File: src/rtl/ctlr_pad_responder.sv
// Two 4021-style NES joypads answering the console latch/pulse port.
// Optional turbo on A/B: define CTLR_TURBO_EN.
module ctlr_pad_responder #(
  parameter int SYNC_STAGES     = 2,
  parameter int DEBOUNCE_CYCLES = 50000,
  parameter int TURBO_PERIOD    = 833333
) (
  input  logic       clock,
  input  logic       reset_n,
  input  logic [7:0] buttons_p1,
  input  logic [7:0] buttons_p2,
  input  logic       ctlr_latch,
  input  logic       ctlr_pulse_p1,
  input  logic       ctlr_pulse_p2,
`ifdef CTLR_TURBO_EN
  input  logic [1:0] turbo_p1,
  input  logic [1:0] turbo_p2,
`endif
  output logic       ctlr_data_p1,
  output logic       ctlr_data_p2,
  output logic       poll_strobe
);

  localparam int DW = $clog2(DEBOUNCE_CYCLES);
  localparam logic [DW-1:0] DB_LAST =
    DW'(DEBOUNCE_CYCLES - 1);

  // bit 0 latch, bit 1 pulse P1, bit 2 pulse P2
  logic [SYNC_STAGES-1:0][2:0] sync_q;
  logic [2:0] hist_q;
  logic [2:0] sync_s;
  logic       latch_s;
  logic [1:0] rise;
  logic       latch_fall;

  assign sync_s     = sync_q[SYNC_STAGES-1];
  assign latch_s    = sync_s[0];
  assign rise       = sync_s[2:1] & ~hist_q[2:1];
  assign latch_fall = hist_q[0] & ~sync_s[0];

  always_ff @(posedge clock or negedge reset_n) begin
    if (!reset_n) begin
      sync_q <= '1;
      hist_q <= '1;
    end else begin
      sync_q[0] <= {ctlr_pulse_p2, ctlr_pulse_p1,
                    ctlr_latch};
      for (int i = 1; i < SYNC_STAGES; i++)
        sync_q[i] <= sync_q[i-1];
      hist_q <= sync_s;
    end
  end

  logic [DW-1:0] db_cnt_q;
  logic [15:0]   samp_q;
  logic [15:0]   deb_q;
  logic [15:0]   raw;
  logic [15:0]   agree;
  logic          db_wrap;

  assign raw     = {buttons_p2, buttons_p1};
  assign agree   = ~(raw ^ samp_q);
  assign db_wrap = (db_cnt_q == DB_LAST);

  always_ff @(posedge clock or negedge reset_n) begin
    if (!reset_n) begin
      db_cnt_q <= '0;
      samp_q   <= '0;
      deb_q    <= '0;
    end else begin
      db_cnt_q <= db_wrap ? '0 : db_cnt_q + 1'b1;
      if (db_wrap) begin
        samp_q <= raw;
        deb_q  <= (raw & agree) | (deb_q & ~agree);
      end
    end
  end

  logic [1:0][7:0] eff;

`ifdef CTLR_TURBO_EN
  localparam int TW = $clog2(TURBO_PERIOD);
  localparam logic [TW-1:0] TP_LAST =
    TW'(TURBO_PERIOD - 1);

  logic [TW-1:0] tmr_q;
  logic          tog_q;

  always_ff @(posedge clock or negedge reset_n) begin
    if (!reset_n) begin
      tmr_q <= '0;
      tog_q <= 1'b0;
    end else if (tmr_q == TP_LAST) begin
      tmr_q <= '0;
      tog_q <= ~tog_q;
    end else begin
      tmr_q <= tmr_q + 1'b1;
    end
  end

  assign eff[0] = {deb_q[7:2],
    deb_q[1:0] & (~turbo_p1 | {2{tog_q}})};
  assign eff[1] = {deb_q[15:10],
    deb_q[9:8] & (~turbo_p2 | {2{tog_q}})};
`else
  assign eff[0] = deb_q[7:0];
  assign eff[1] = deb_q[15:8];
`endif

  logic [1:0][7:0] sr_q, sr_d;
  logic [1:0][3:0] cnt_q, cnt_d;
  logic [1:0]      data_q, data_d;

  // load dominates; count saturates at 8 so fill stays 0
  always_comb begin
    sr_d   = sr_q;
    cnt_d  = cnt_q;
    data_d = data_q;
    for (int p = 0; p < 2; p++) begin
      if (latch_s) begin
        sr_d[p]  = eff[p];
        cnt_d[p] = 4'd0;
      end else if (rise[p]) begin
        sr_d[p] = {1'b0, sr_q[p][7:1]};
        if (cnt_q[p] != 4'd8)
          cnt_d[p] = cnt_q[p] + 4'd1;
      end
      data_d[p] = (cnt_q[p] < 4'd8) ?
                  ~sr_q[p][0] : 1'b0;
    end
  end

  always_ff @(posedge clock or negedge reset_n) begin
    if (!reset_n) begin
      sr_q        <= '0;
      cnt_q       <= '0;
      data_q      <= 2'b11;
      poll_strobe <= 1'b0;
    end else begin
      sr_q        <= sr_d;
      cnt_q       <= cnt_d;
      data_q      <= data_d;
      poll_strobe <= latch_fall;
    end
  end

  assign ctlr_data_p1 = data_q[0];
  assign ctlr_data_p2 = data_q[1];

endmodule

File: config.mk
export PLATFORM = sky130hd
export DESIGN_NAME = ctlr_pad_responder
export DESIGN_NICKNAME = d
export VERILOG_FILES = /design/src/rtl/ctlr_pad_responder.sv
export SDC_FILE = /design/constraint.sdc
export NUM_CORES = 1
export LEC_CHECK = 0
export CORE_MARGIN = 8
export CORE_UTILIZATION = 50
export DETAILED_ROUTE_END_ITERATION = 10
export PLACE_DENSITY = 0.66
export SLEW_MARGIN = 30
export SYNTH_ARGS = -nofsm -noshare
export SYNTH_HDL_FRONTEND = slang
export SYNTH_SLANG_ARGS = --single-unit
File: constraint.sdc
create_clock -name clock -period 2.2 [get_ports clock]
set_input_delay 0.44 -clock clock [delete_from_list [all_inputs] [get_ports clock]]
set_output_delay 0.44 -clock clock [all_outputs]
set_load 0.005 [all_outputs]
# After elaboration in Yosys (flattened, before gate mapping)
# Cells that the tools add are included.
# word_totals
regBits	84
input_bits	21
# op_classes
add_sub_neg	3
magnitude_cmp	2
n_mux	13
n_eq_ne	3
reduce_logical	6
bitwise_logic	12
# ops
op	count
16-bit bitwise AND	2
8-bit 2-to-1 mux	4
16-bit inverter	2
4-bit 2-to-1 mux	6
16-bit by 1-bit adder with 16-bit output (second input constant)	1
16-bit == test (second input constant)	1
16-bit 2-to-1 mux	1
16-bit bitwise OR	1
16-bit bitwise XOR	1
4-bit by 1-bit adder with 4-bit output (second input constant)	2
4-bit < comparator (second input constant)	2
4-bit inequality test (second input constant)	2
2-bit nonzero test	4
2-bit AND reduction	2
1-bit inverter	3
2-bit bitwise AND	1
1-bit 2-to-1 mux	2
2-bit inverter	1
1-bit bitwise AND	1

# Longest topological paths before layout
# Gate-level depths: netlist (run 1).
# logic_depth
depth_word	5
ltp_mapped	7
depth_no_buf	6

# Least setup slack after synthesis (run 1)
# Ideal clock, no wire load.
# synth_path
path_kind	reg-to-reg
start	reg db_cnt_q[0]
end	reg samp_q[10]
path_stages_with_launch	8
arrival_time_ns	1.618
t_required_ns	2.135
setup_ns	0.065
synth_period_minus_slack_ns	1.683
slack_ns	0.517
cell_sequence	dfrtp_1 ha_1 nand3_1 nand4b_1 clkbuf_1 clkbuf_1 nand2_1 nand2_1
# synth_between
elab_chain_cells	1
# synth_lines
item	line	text
start: declaration	54	logic [DW-1:0] db_cnt_q;
start signal: assignment	71	db_cnt_q <= db_wrap ? '0 : db_cnt_q + 1'b1;
16-bit == test	63	assign db_wrap = (db_cnt_q == DB_LAST);
end signal: assignment	73	samp_q <= raw;
end: declaration	55	logic [15:0] samp_q;
# Every way passes these cells.
# A chain may end at the register's enable or synchronous reset.

# Worst setup path in the final report (run 1)
# layout_path
start	reg db_cnt_q[7]
end	reg db_cnt_q[14]
# layout_between
elab_chain_cells	2
# layout_lines
item	line
16-bit by 1-bit adder with 16-bit output or 16-bit == test (tied branches)	71, 63
16-bit 2-to-1 mux *	71
# Mark *: on every way between the ends. The rest lies on a longest branch, timed or not.

==> impl_metrics.py, run 1 <==
metrics = {
    "placed_design": {
        "hpwl_mm": 4.41,
        "gp_congestion": 0.831,
        "placed_area_sq_um": 3970,
        "port_buffers": 23,
    },
    "floorplanning": {
        "row_count": 31,
        "die_w_microns": 101,
        "initial_core_util_pct": 50.8,
        "ioPinCount": 24,
        "die-area_sq_um": 10200,
        "core_area_sq_um": 7140,
        "die_h_microns": 101,
    },
    "cells_and_area": {
        "final_cell_area_sq_um": 4180,
        "utilization_pct": 58.5,
        "diodes": 0,
        "drive_gt1_share_pct": 9.23,
        "syn_to_final_growth_pct": 15.1,
        "num-fill-cells": 630,
        "nets": 411,
    },
    "route": {
        "drt_iter0_markers": 78,
        "routedWlPerCell_microns": 13.1,
        "drt-total-wl_mm": 6.39,
        "drc": 0,
        "drt_first_pass_iters": 4,
        "ant_nets": 0,
        "via_per_inst": 5.00,
        "vias": 2444,
    },
    "sta": {
        "rsz0062_at_grt": "false",
        "worst_pin_slew_ns": 0.666,
        "setup_tns_ns": 0,
        "setup-violations-final": 0,
        "slew_headroom_pct": 55.6,
        "slew_violations": 0,
        "hold_viol": 0,
        "final.period_utilization_pct": 84.8,
        "fin_crit_ns": 1.86,
        "fin_worst_skew_ns": 0.00679,
        "clock.fmax_mhz": 536,
    },
    "synth": {
        "synth_fa_ha_area_share_pct": 1.72,
        "syn_area_sq_um": 3630,
        "synth_xor_xnor_area_share_pct": 3.86,
        "yosysUniqueCellTypes": 31,
        "synth_top_family_by_area": "simple AND/OR/NAND/NOR gates",
        "yosys-top-cells-area": "dfrtp_1, nand2_1, dfstp_2",
        "synth_simple_gate_area_share_pct": 20.6,
        "async_flop_share_pct": 100,
        "synth_edf_count": 0,
        "synthFlopType": "dfrtp_1",
        "synth.area.mux_share_pct": 4.41,
        "synth_compound_area_share_pct": 8.69,
        "yosysMostFrequentCell": "nand2_1",
        "syn_inst": 357,
        "synth_top_area_share_pct": 50.3,
        "yosysTopAreaCell": "dfrtp_1",
        "syn_area_per_cell_sq_um": 10.2,
        "syn-num-nets": 383,
        "ys_seq_area_share_pct": 58.3,
        "synth_warnings": 0,
        "synth_commonest_cells": "nand2_1, dfrtp_1, o21ai_0, nor2_1",
        "ys_seq_elements": 84,
    },
    "cts": {
        "cts-htree-levels": 3,
        "cts_root_buf": "clkbuf_8",
        "clk_latency_ns": 0.35,
        "cts_resized": 0,
        "cts_tree": "yes",
        "cts.clk_slew.worst_paths_ns": 0.08,
        "cts_buffers": 9,
        "clock_sink_count": 84,
        "clockBufferDepth": 2,
    },
    "global_routing": {
        "grt_antenna_before_repair": 0,
        "globalRouteTotalUtil_pct": 13.9,
        "grt_pass1_vias": 2380,
        "grt_start_max_net_pins": 45,
        "overflow": 0,
        "grt_pass1_wl_mm": 11.1,
    },
    "setup_path": {
        "timing.rr.start": "db_cnt_q[7]",
        "critPathMaxStageDelay_ns": 0.55,
        "cp_cell_sequence": "or4b_4, nor4_4, buf_4, nand2b_1, mux2i_1",
        "slowest_stage": "or4b_4",
        "critPathKind": "reg -> reg",
        "worstPathArrival_ns": 2.09,
        "r2r_slack_ns": 0.34,
        "crit_path_start_kind": "flop",
        "reg2reg_to": "db_cnt_q[14]",
        "required_ns": 2.43,
        "crit_end": "db_cnt_q[14]",
        "cp_max_fo": 16,
        "endpoint_kind": "flop",
        "r2r_cells": 5,
        "startpoint": "db_cnt_q[7]",
    },
    "worst_hold_path": {
        "hp-class": "reg -> reg",
    },
    "power_and_ir_drop": {
        "power-per-cell-area_nw_per_um2": 682,
        "vdd_drop_max_mv": 0.419,
        "p_leak_nw": 1.91,
    },
    "run": {
        "maxCapViolations": 0,
    },
    "outcome": {
        "status": "complete, no violations",
    },
}
## placed cells by master, fill, tap and decap left out
master / count
a311o_1: 1
buf_4: 6
clkdlybuf4s50_1: 22
nand4b_1: 2
dfrtp_1: 73
inv_1: 6
nand2b_1: 4
or4b_4: 1
nor2_1: 17
nand2_1: 108
dlygate4sd3_1: 1
nand3_1: 6
nor4_1: 1
xor2_1: 7
o211ai_1: 16
mux2i_1: 16
or4b_1: 1
xnor2_1: 9
and4_1: 2
nor4bb_1: 2
nor4_4: 1
nand3b_1: 2
clkinv_2: 3
nand4_1: 7
and2b_1: 2
clkinvlp_4: 3
nor3_1: 2
nor4b_1: 1
a21oi_1: 3
buf_12: 1
bufinv_16: 1
ha_1: 5
nor2b_1: 3
clkbuf_8: 9
dfstp_2: 11
or3_1: 1
o21ai_0: 34
## worst min-delay path by stage
stage          slack [ns]  depth (start not counted)  startpoint          end
2_1_floorplan        0.14                          0     reset_n    async pin
3_3_place_gp         0.32                          1     reset_n  poll_strobe
3_5_place_dp         0.32                          1     reset_n  poll_strobe
4_1_cts              0.36                          0   sync_q[1]    sync_s[1]
5_1_grt              0.36                          0   sync_q[1]    sync_s[1]
6_report             0.36                          0   sync_q[1]    sync_s[1]
## logic make-up (layout without fill, tap and decap cells)
logic type,Yosys count,after routing
buf+inv,19,52
fa+ha+maj,5,5
compound gates,54,54
simple gates,163,163
mux,16,16
xor+xnor,16,16
flops,84,84
## through the flow
stage	hold WS (ns)	power, mW	worst slack (ns)	instances
after floorplan	0.144	1.71	0.517	357
after global placement	0.324	1.81	0.393	472
after detailed placement	0.322	1.81	0.357	472
after CTS	0.360	2.89	0.336	489
after global routing	0.363	2.97	0.209	489
final	0.359	2.85	0.335	489
## repair_timing
item                      CTS  global route
setup buffers               0             0
hold buffers                1             0
hold endpoints to repair   10             0
## power breakdown
part | internal [mW] | leakage [nW] | switching (mW) | total, mW
combinational | 0.0798 | 0.921 | 0.0802 | 0.160
sequential | 1.59 | 0.900 | 0.0306 | 1.62
clock | 0.518 | 0.0910 | 0.547 | 1.06
total | 2.19 | 1.91 | 0.658 | 2.85
## metal layers
metal  track usage [%]  up-vias  share of wire [%]
met2              21.4       20                 47
met1              18.0     1157                 49
met3              2.47       10                2.1
met4              7.79        0                2.2
met5                 0        -                  0
li1                  -     1257                  -
## critical path: cells and delay by family, from the launching register on
kind          cells  cell delay (ns)
buf+inv           1             0.26
flops             1             0.46
mux               1             0.07
simple gates      3             0.96
## area by class of cell
type | count | area (sq um) | area share [%]
clock buffers | 9 | 124 | 2.97
clock inverters | 7 | 67.6 | 1.62
inverters | 6 | 22.5 | 0.539
multi-input cells | 254 | 1430 | 34.2
flip-flops and latches | 84 | 2120 | 50.7
well taps | 99 | 124 | 2.97
repair buffers | 30 | 295 | 7.07
Power figures use the tool's default switching activity.
==> inputs of run 2 (changes only) <==
--- a/config.mk
+++ b/config.mk
@@ -8,7 +8,7 @@
 export CORE_MARGIN = 8
 export CORE_UTILIZATION = 50
 export DETAILED_ROUTE_END_ITERATION = 10
-export PLACE_DENSITY = 0.66
+export PLACE_DENSITY = 0.69
 export SLEW_MARGIN = 30
 export SYNTH_ARGS = -nofsm -noshare
 export SYNTH_HDL_FRONTEND = slang
==> constraint.sdc (replaced) <==
create_clock -name clock -period 1.5 [get_ports clock]
set_input_delay 0.3 -clock clock [delete_from_list [all_inputs] [get_ports clock]]
set_output_delay 0.3 -clock clock [all_outputs]
set_load 0.005 [all_outputs]
==> run 2 against run 1 <==
Effect of this change:
- the flow now finishes with violations (setup timing)
- sequential power is 46% higher
- worst setup slack worse by 0.52 ns
- flip-flop and latch count did not move
- clock power up 50%
- sequential share of layout area down 4.6 points
- wire length grew 11%
- die area unchanged
- design area rose by 9.9%
- worst hold slack lost 0.017 ns
- power is 48% higher
- via count increased by 7.3%
- largest cell class unchanged
- largest power group unchanged
==> impl_metrics.py, run 2 (synthesized netlist as in run 1, its figures left out) <==
metrics = {
    "cts": {
        "clock_sink_count": 84,
        "cts-htree-levels": 3,
        "cts.clk_slew.worst_paths_ns": 0.09,
        "cts_tree": "yes",
        "clk_latency_ns": 0.36,
        "cts_buffers": 9,
        "cts_root_buf": "clkbuf_8",
        "clockBufferDepth": 2,
    },
    "floorplanning": {
        "die_w_microns": 101,
        "ioPinCount": 24,
        "row_count": 31,
        "initial_core_util_pct": 50.8,
        "core_area_sq_um": 7140,
        "die-area_sq_um": 10200,
        "die_h_microns": 101,
    },
    "route": {
        "drc": 0,
        "drt_first_pass_iters": 4,
        "drt_iter0_markers": 115,
        "routedWlPerCell_microns": 13.7,
        "ant_nets": 0,
        "drt-total-wl_mm": 7.12,
        "vias": 2622,
        "via_per_inst": 5.03,
    },
    "outcome": {
        "violations": "setup timing",
        "status": "finished, violations left",
    },
    "setup_path": {
        "worstPathArrival_ns": 1.95,
        "crit_path_start_kind": "flop",
        "timing.rr.start": "db_cnt_q[11]",
        "critPathKind": "reg -> reg",
        "endpoint_kind": "flop",
        "critPathMaxStageDelay_ns": 0.39,
        "required_ns": 1.76,
        "r2r_cells": 6,
        "cp_cell_sequence": "buf_4, nor4bb_4, nand4b_1, buf_6, bufbuf_16, o211ai_1",
        "r2r_slack_ns": -0.19,
        "slowest_stage": "dfrtp_1",
        "cp_max_fo": 12,
    },
    "sta": {
        "hold_viol": 0,
        "clock.fmax_mhz": 592,
        "slew_violations": 0,
        "worst_pin_slew_ns": 0.444,
        "rsz0062_at_grt": "true",
        "fin_ws_ns": -0.188,
        "setup-violations-final": 41,
        "fin_worst_skew_ns": 0.00950,
        "final.period_utilization_pct": 113,
        "fin_crit_ns": 1.69,
        "slew_headroom_pct": 70.4,
    },
    "global_routing": {
        "globalRouteTotalUtil_pct": 15.3,
        "overflow": 0,
        "grt_antenna_before_repair": 0,
        "grt_pass1_vias": 2684,
        "grt_start_max_net_pins": 43,
        "grt_pass1_wl_mm": 12.4,
    },
    "power_and_ir_drop": {
        "vdd_drop_max_mv": 0.456,
        "p_leak_nw": 2.16,
        "power-per-cell-area_nw_per_um2": 919,
    },
    "placed_design": {
        "placed_area_sq_um": 4190,
        "gp_congestion": 0.840,
        "hpwl_mm": 4.77,
        "place_ws_ns": -0.132,
        "port_buffers": 23,
        "dp_cells": 495,
    },
    "cells_and_area": {
        "final_cells": 521,
        "mostFrequentLayoutCells": "nand2_1, dfrtp_1, o21ai_0",
        "diodes": 0,
        "syn_to_final_growth_pct": 26.5,
        "final_common_cell": "nand2_1",
        "drive_gt1_share_pct": 17.8,
        "final_cell_area_sq_um": 4590,
        "nets": 443,
    },
    "worst_hold_path": {
        "holdPathEnd": "sync_q[2]",
        "min_from": "ctlr_pulse_p2",
        "hold_depth": 1,
        "hp-class": "in -> reg",
    },
    "run": {
        "maxCapViolations": 0,
    },
}
==> run 2: cell types whose count changed in the layout (fill, tap and decap cells not counted), moves of 3 or more <==
cell / delta
clkdlybuf4s50_1: -3
dlygate4sd2_1: +3
buf_12: +3
buf_4: +22
nor2_1: -3
buf_6: +4
bufbuf_16: +3
==> run 2: worst max-delay path by stage <==
stage                        endpoint    startpoint  cells past startpoint
final                            flop  db_cnt_q[11]                      6
after global placement     samp_q[15]  db_cnt_q[11]                      5
after detailed placement   samp_q[14]  db_cnt_q[11]                      5
after floorplan           db_cnt_q[0]   db_cnt_q[4]                      4
after CTS                   samp_q[2]  db_cnt_q[11]                      5
after global routing             flop  db_cnt_q[13]                      6
==> run 2: through the flow <==
| step | utilization, % | setup TNS, ns | hold WS, ns | power [mW] |
|---|---|---|---|---|
| after floorplan | - | -2.46 | 0.00441 | 2.51 |
| after global placement | 58.7 | -2.28 | 0.282 | 2.67 |
| after detailed placement | 58.7 | -3.35 | 0.279 | 2.68 |
| after CTS | 64.0 | -4.54 | 0.332 | 4.27 |
| after global routing | 64.3 | -8.23 | 0.333 | 4.41 |
| final | 64.3 | -5.49 | 0.341 | 4.22 |
==> run 2: where the power goes <==
group | internal, mW | switching, mW
clock network | 0.813 | 0.780
logic | 0.126 | 0.138
registers | 2.33 | 0.0279
total | 3.27 | 0.947
==> run 2: timing repair <==
action                                  4_1_cts  5_1_grt
pin swaps                                    10        4
endpoints found under the setup margin       45       44
setup buffers                                 5        1
hold buffers                                  1        0
endpoints found under the hold margin        20        0
gates resized for setup                      12        5
cloned                                        3        0
==> run 2: layout make-up <==
cell class,instances,area [sq um]
Fill cell,601,2550
Sequential cell,84,2120
Multi-Input combinational cell,254,1470
Timing Repair Buffer,62,659
Clock buffer,12,145
Tap cell,99,124
Clock inverter,4,50.0
Inverter,6,22.5
==> run 2: metal layers <==
| metal | global-route usage [%] | share of wire, % | wire, microns |
|---|---|---|---|
| met3 | 4.60 | 2.9 | 205 |
| met5 | 0 | 0 | 0 |
| met4 | 3.78 | 0.93 | 66 |
| met1 | 17.8 | 45 | 3200 |
| met2 | 27.0 | 51 | 3650 |
==> run 2: worst max-delay path, delay by kind of cell, from the launching register on <==
kind | cells | cell delay, ns
buffers and inverters | 3 | 0.60
and+or+nand+nor | 2 | 0.42
DFF | 1 | 0.39
AOI/OAI and AO/OA | 1 | 0.19
==> inputs of run 3 (changes only) <==
--- a/config.mk
+++ b/config.mk
@@ -5,10 +5,12 @@
 export SDC_FILE = /design/constraint.sdc
 export NUM_CORES = 1
 export LEC_CHECK = 0
+export CELL_PAD_IN_SITES_DETAIL_PLACEMENT = 1
+export CELL_PAD_IN_SITES_GLOBAL_PLACEMENT = 2
 export CORE_MARGIN = 8
-export CORE_UTILIZATION = 50
+export CORE_UTILIZATION = 34
 export DETAILED_ROUTE_END_ITERATION = 10
-export PLACE_DENSITY = 0.69
+export PLACE_DENSITY = 0.71
 export SLEW_MARGIN = 30
 export SYNTH_ARGS = -nofsm -noshare
 export SYNTH_HDL_FRONTEND = slang
==> run 3 against run 2 <==
Effect of this change:
- the run still ends with setup timing left
- count of clock-buffer cells in the layout did not move
- design area rose by 4.6%
- clock power rose by 15%
- final cell count rose by 8.4%
- worst hold slack improved by 0.0051 ns
- wire length rose by 16%
- fmax fell by 3.3%
- die area rose by 39%
==> impl_metrics.py, run 3 (synthesized netlist as in run 1, its figures left out) <==
metrics = {
    "setup_path": {
        "reg2reg_to": "db_cnt_q[14]",
        "critPathKind": "reg -> reg",
        "worstPathArrival_ns": 1.99,
        "r2r_cells": 5,
        "r2r_slack_ns": -0.25,
        "cp_max_fo": 8,
        "timing.rr.start": "db_cnt_q[7]",
        "critPathMaxStageDelay_ns": 0.54,
        "required_ns": 1.74,
        "endpoint_kind": "flop",
        "slowest_stage": "or4b_4",
        "crit_path_start_kind": "flop",
        "cp_cell_sequence": "or4b_4, nor4_4, buf_6, nand2b_1, mux2i_1",
    },
    "cells_and_area": {
        "syn_to_final_growth_pct": 32.2,
        "final_cell_area_sq_um": 4800,
        "drive_gt1_share_pct": 23.3,
        "diodes": 0,
        "num-fill-cells": 1153,
        "final_cells": 565,
        "mostFrequentLayoutCells": "nand2_1, dfrtp_1, o21ai_0",
        "final_common_cell": "nand2_1",
        "nets": 450,
    },
    "sta": {
        "hold_viol": 0,
        "setup-violations-final": 42,
        "fin_ws_ns": -0.246,
        "fin_worst_skew_ns": 0.0123,
        "setup_tns_ns": -6.27,
        "slew_headroom_pct": 70.0,
        "worst_pin_slew_ns": 0.451,
        "fin_crit_ns": 1.75,
        "slew_violations": 0,
        "hold_ws_ns": 0.347,
        "rsz0062_at_grt": "true",
        "final.period_utilization_pct": 116,
        "clock.fmax_mhz": 573,
    },
    "cts": {
        "cts.clk_slew.worst_paths_ns": 0.08,
        "cts-htree-levels": 3,
        "cts_buffers": 9,
        "clockBufferDepth": 2,
        "cts_root_buf": "clkbuf_8",
        "clock_sink_count": 84,
        "cts_tree": "yes",
        "clk_latency_ns": 0.36,
    },
    "power_and_ir_drop": {
        "sw_frac_of_total_pct": 21.7,
        "p_seq_share_pct": 53.1,
        "pwr-share-clk_pct": 41.1,
        "power-per-cell-area_nw_per_um2": 927,
        "p_int_mw": 3.48,
        "p_sw_uw": 967,
        "p_leak_nw": 2.21,
        "vdd_drop_max_mv": 0.495,
        "comb_power_share_pct": 5.9,
    },
    "placed_design": {
        "place_ws_ns": -0.200,
        "dp_cells": 535,
        "port_buffers": 23,
        "placed_area_sq_um": 4240,
        "gp_congestion": 0.756,
        "hpwl_mm": 5.33,
    },
    "outcome": {
        "violations": "setup timing",
        "status": "finished, violations left",
    },
    "global_routing": {
        "grt_start_max_net_pins": 85,
        "overflow": 0,
        "grt_antenna_before_repair": 0,
        "grt_pass1_wl_mm": 14.7,
        "grt_pass1_vias": 3044,
        "globalRouteTotalUtil_pct": 12.7,
    },
    "floorplanning": {
        "ioPinCount": 24,
        "core_area_sq_um": 10300,
        "row_count": 37,
        "die_w_microns": 119,
        "die_h_microns": 119,
        "die-area_sq_um": 14200,
        "initial_core_util_pct": 35.1,
    },
    "route": {
        "drc": 0,
        "via_per_inst": 4.80,
        "ant_nets": 0,
        "routedWlPerCell_microns": 14.6,
        "vias": 2711,
        "drt_iter0_markers": 124,
        "drt_first_pass_iters": 3,
        "drt-total-wl_mm": 8.26,
    },
    "worst_hold_path": {
        "hold_depth": 1,
        "min_from": "ctlr_pulse_p1",
        "hp-class": "in -> reg",
        "holdPathEnd": "sync_q[1]",
    },
    "run": {
        "maxCapViolations": 0,
    },
}
## run 3: cell count changes in the layout (fill, tap and decap cells not counted), sizes merged
| cell | before | now |
|---|---|---|
| dlymetal6s2s | 0 | 1 |
| clkinvlp | 2 | 1 |
| buf | 36 | 46 |
| dlygate4sd2 | 3 | 2 |
| bufinv | 1 | 2 |
| bufbuf | 3 | 0 |
## run 3: timing repair
item / in CTS / in global routing
pin swaps: 6 / 8
gates resized for setup: 39 / 15
endpoints found under the setup margin: 44 / 44
buffers inserted: 5 / 5
cloned: 4 / 0
hold buffers: 1 / 0
endpoints found under the hold margin: 49 / 0
## run 3: layout make-up
cell class | count | area [sq um] | area share (%)
clock buffers | 12 | 155 | 3.23
multi-input cells | 254 | 1540 | 32.0
inverters | 6 | 22.5 | 0.469
well taps | 136 | 170 | 3.55
flip-flops and latches | 84 | 2120 | 44.1
clock inverters | 4 | 72.6 | 1.51
repair buffers | 69 | 726 | 15.1
## run 3: power groups by stage
| stage | Sequential [mW] | Combinational (mW) | Clock [mW] |
|---|---|---|---|
| 2_1_floorplan | 2.40 | 0.106 | 0 |
| 3_3_place_gp | 2.40 | 0.264 | 0 |
| 3_5_place_dp | 2.41 | 0.268 | 0 |
| 4_1_cts | 2.36 | 0.269 | 1.91 |
| 5_1_grt | 2.37 | 0.303 | 1.99 |
| 6_report | 2.36 | 0.261 | 1.83 |
## run 3: critical path: cells and delay by family, from the launching register on
family,cells,cell delay [ns]
buf+inv,1,0.20
flops,1,0.41
mux,1,0.06
simple gates,3,0.97
## run 3: worst max-delay path by stage
stage | to | slack, ns | start | cells past startpoint
floorplan | db_cnt_q[0] | -0.11 | db_cnt_q[4] | 4
global placement | flop | -0.21 | db_cnt_q[13] | 6
detailed placement | flop | -0.20 | db_cnt_q[13] | 6
CTS | db_cnt_q[1] | -0.22 | db_cnt_q[11] | 4
global route | db_cnt_q[14] | -0.31 | db_cnt_q[7] | 5
finish | db_cnt_q[14] | -0.25 | db_cnt_q[7] | 5
## run 3: routing by layer
layer,vias to the layer above,share of wire [%],GRT usage (%)
met1,1337,47,15.8
met3,14,2.4,3.21
met5,-,0,0
met4,0,1.9,4.92
met2,23,49,20.9
li1,1337,-,-
## run 3: metrics by stage
stage | utilization [%] | power [mW]
floorplan | - | 2.51
global placement | 41.0 | 2.67
detailed placement | 41.0 | 2.67
CTS | 45.7 | 4.55
global route | 46.5 | 4.66
finish | 46.5 | 4.45
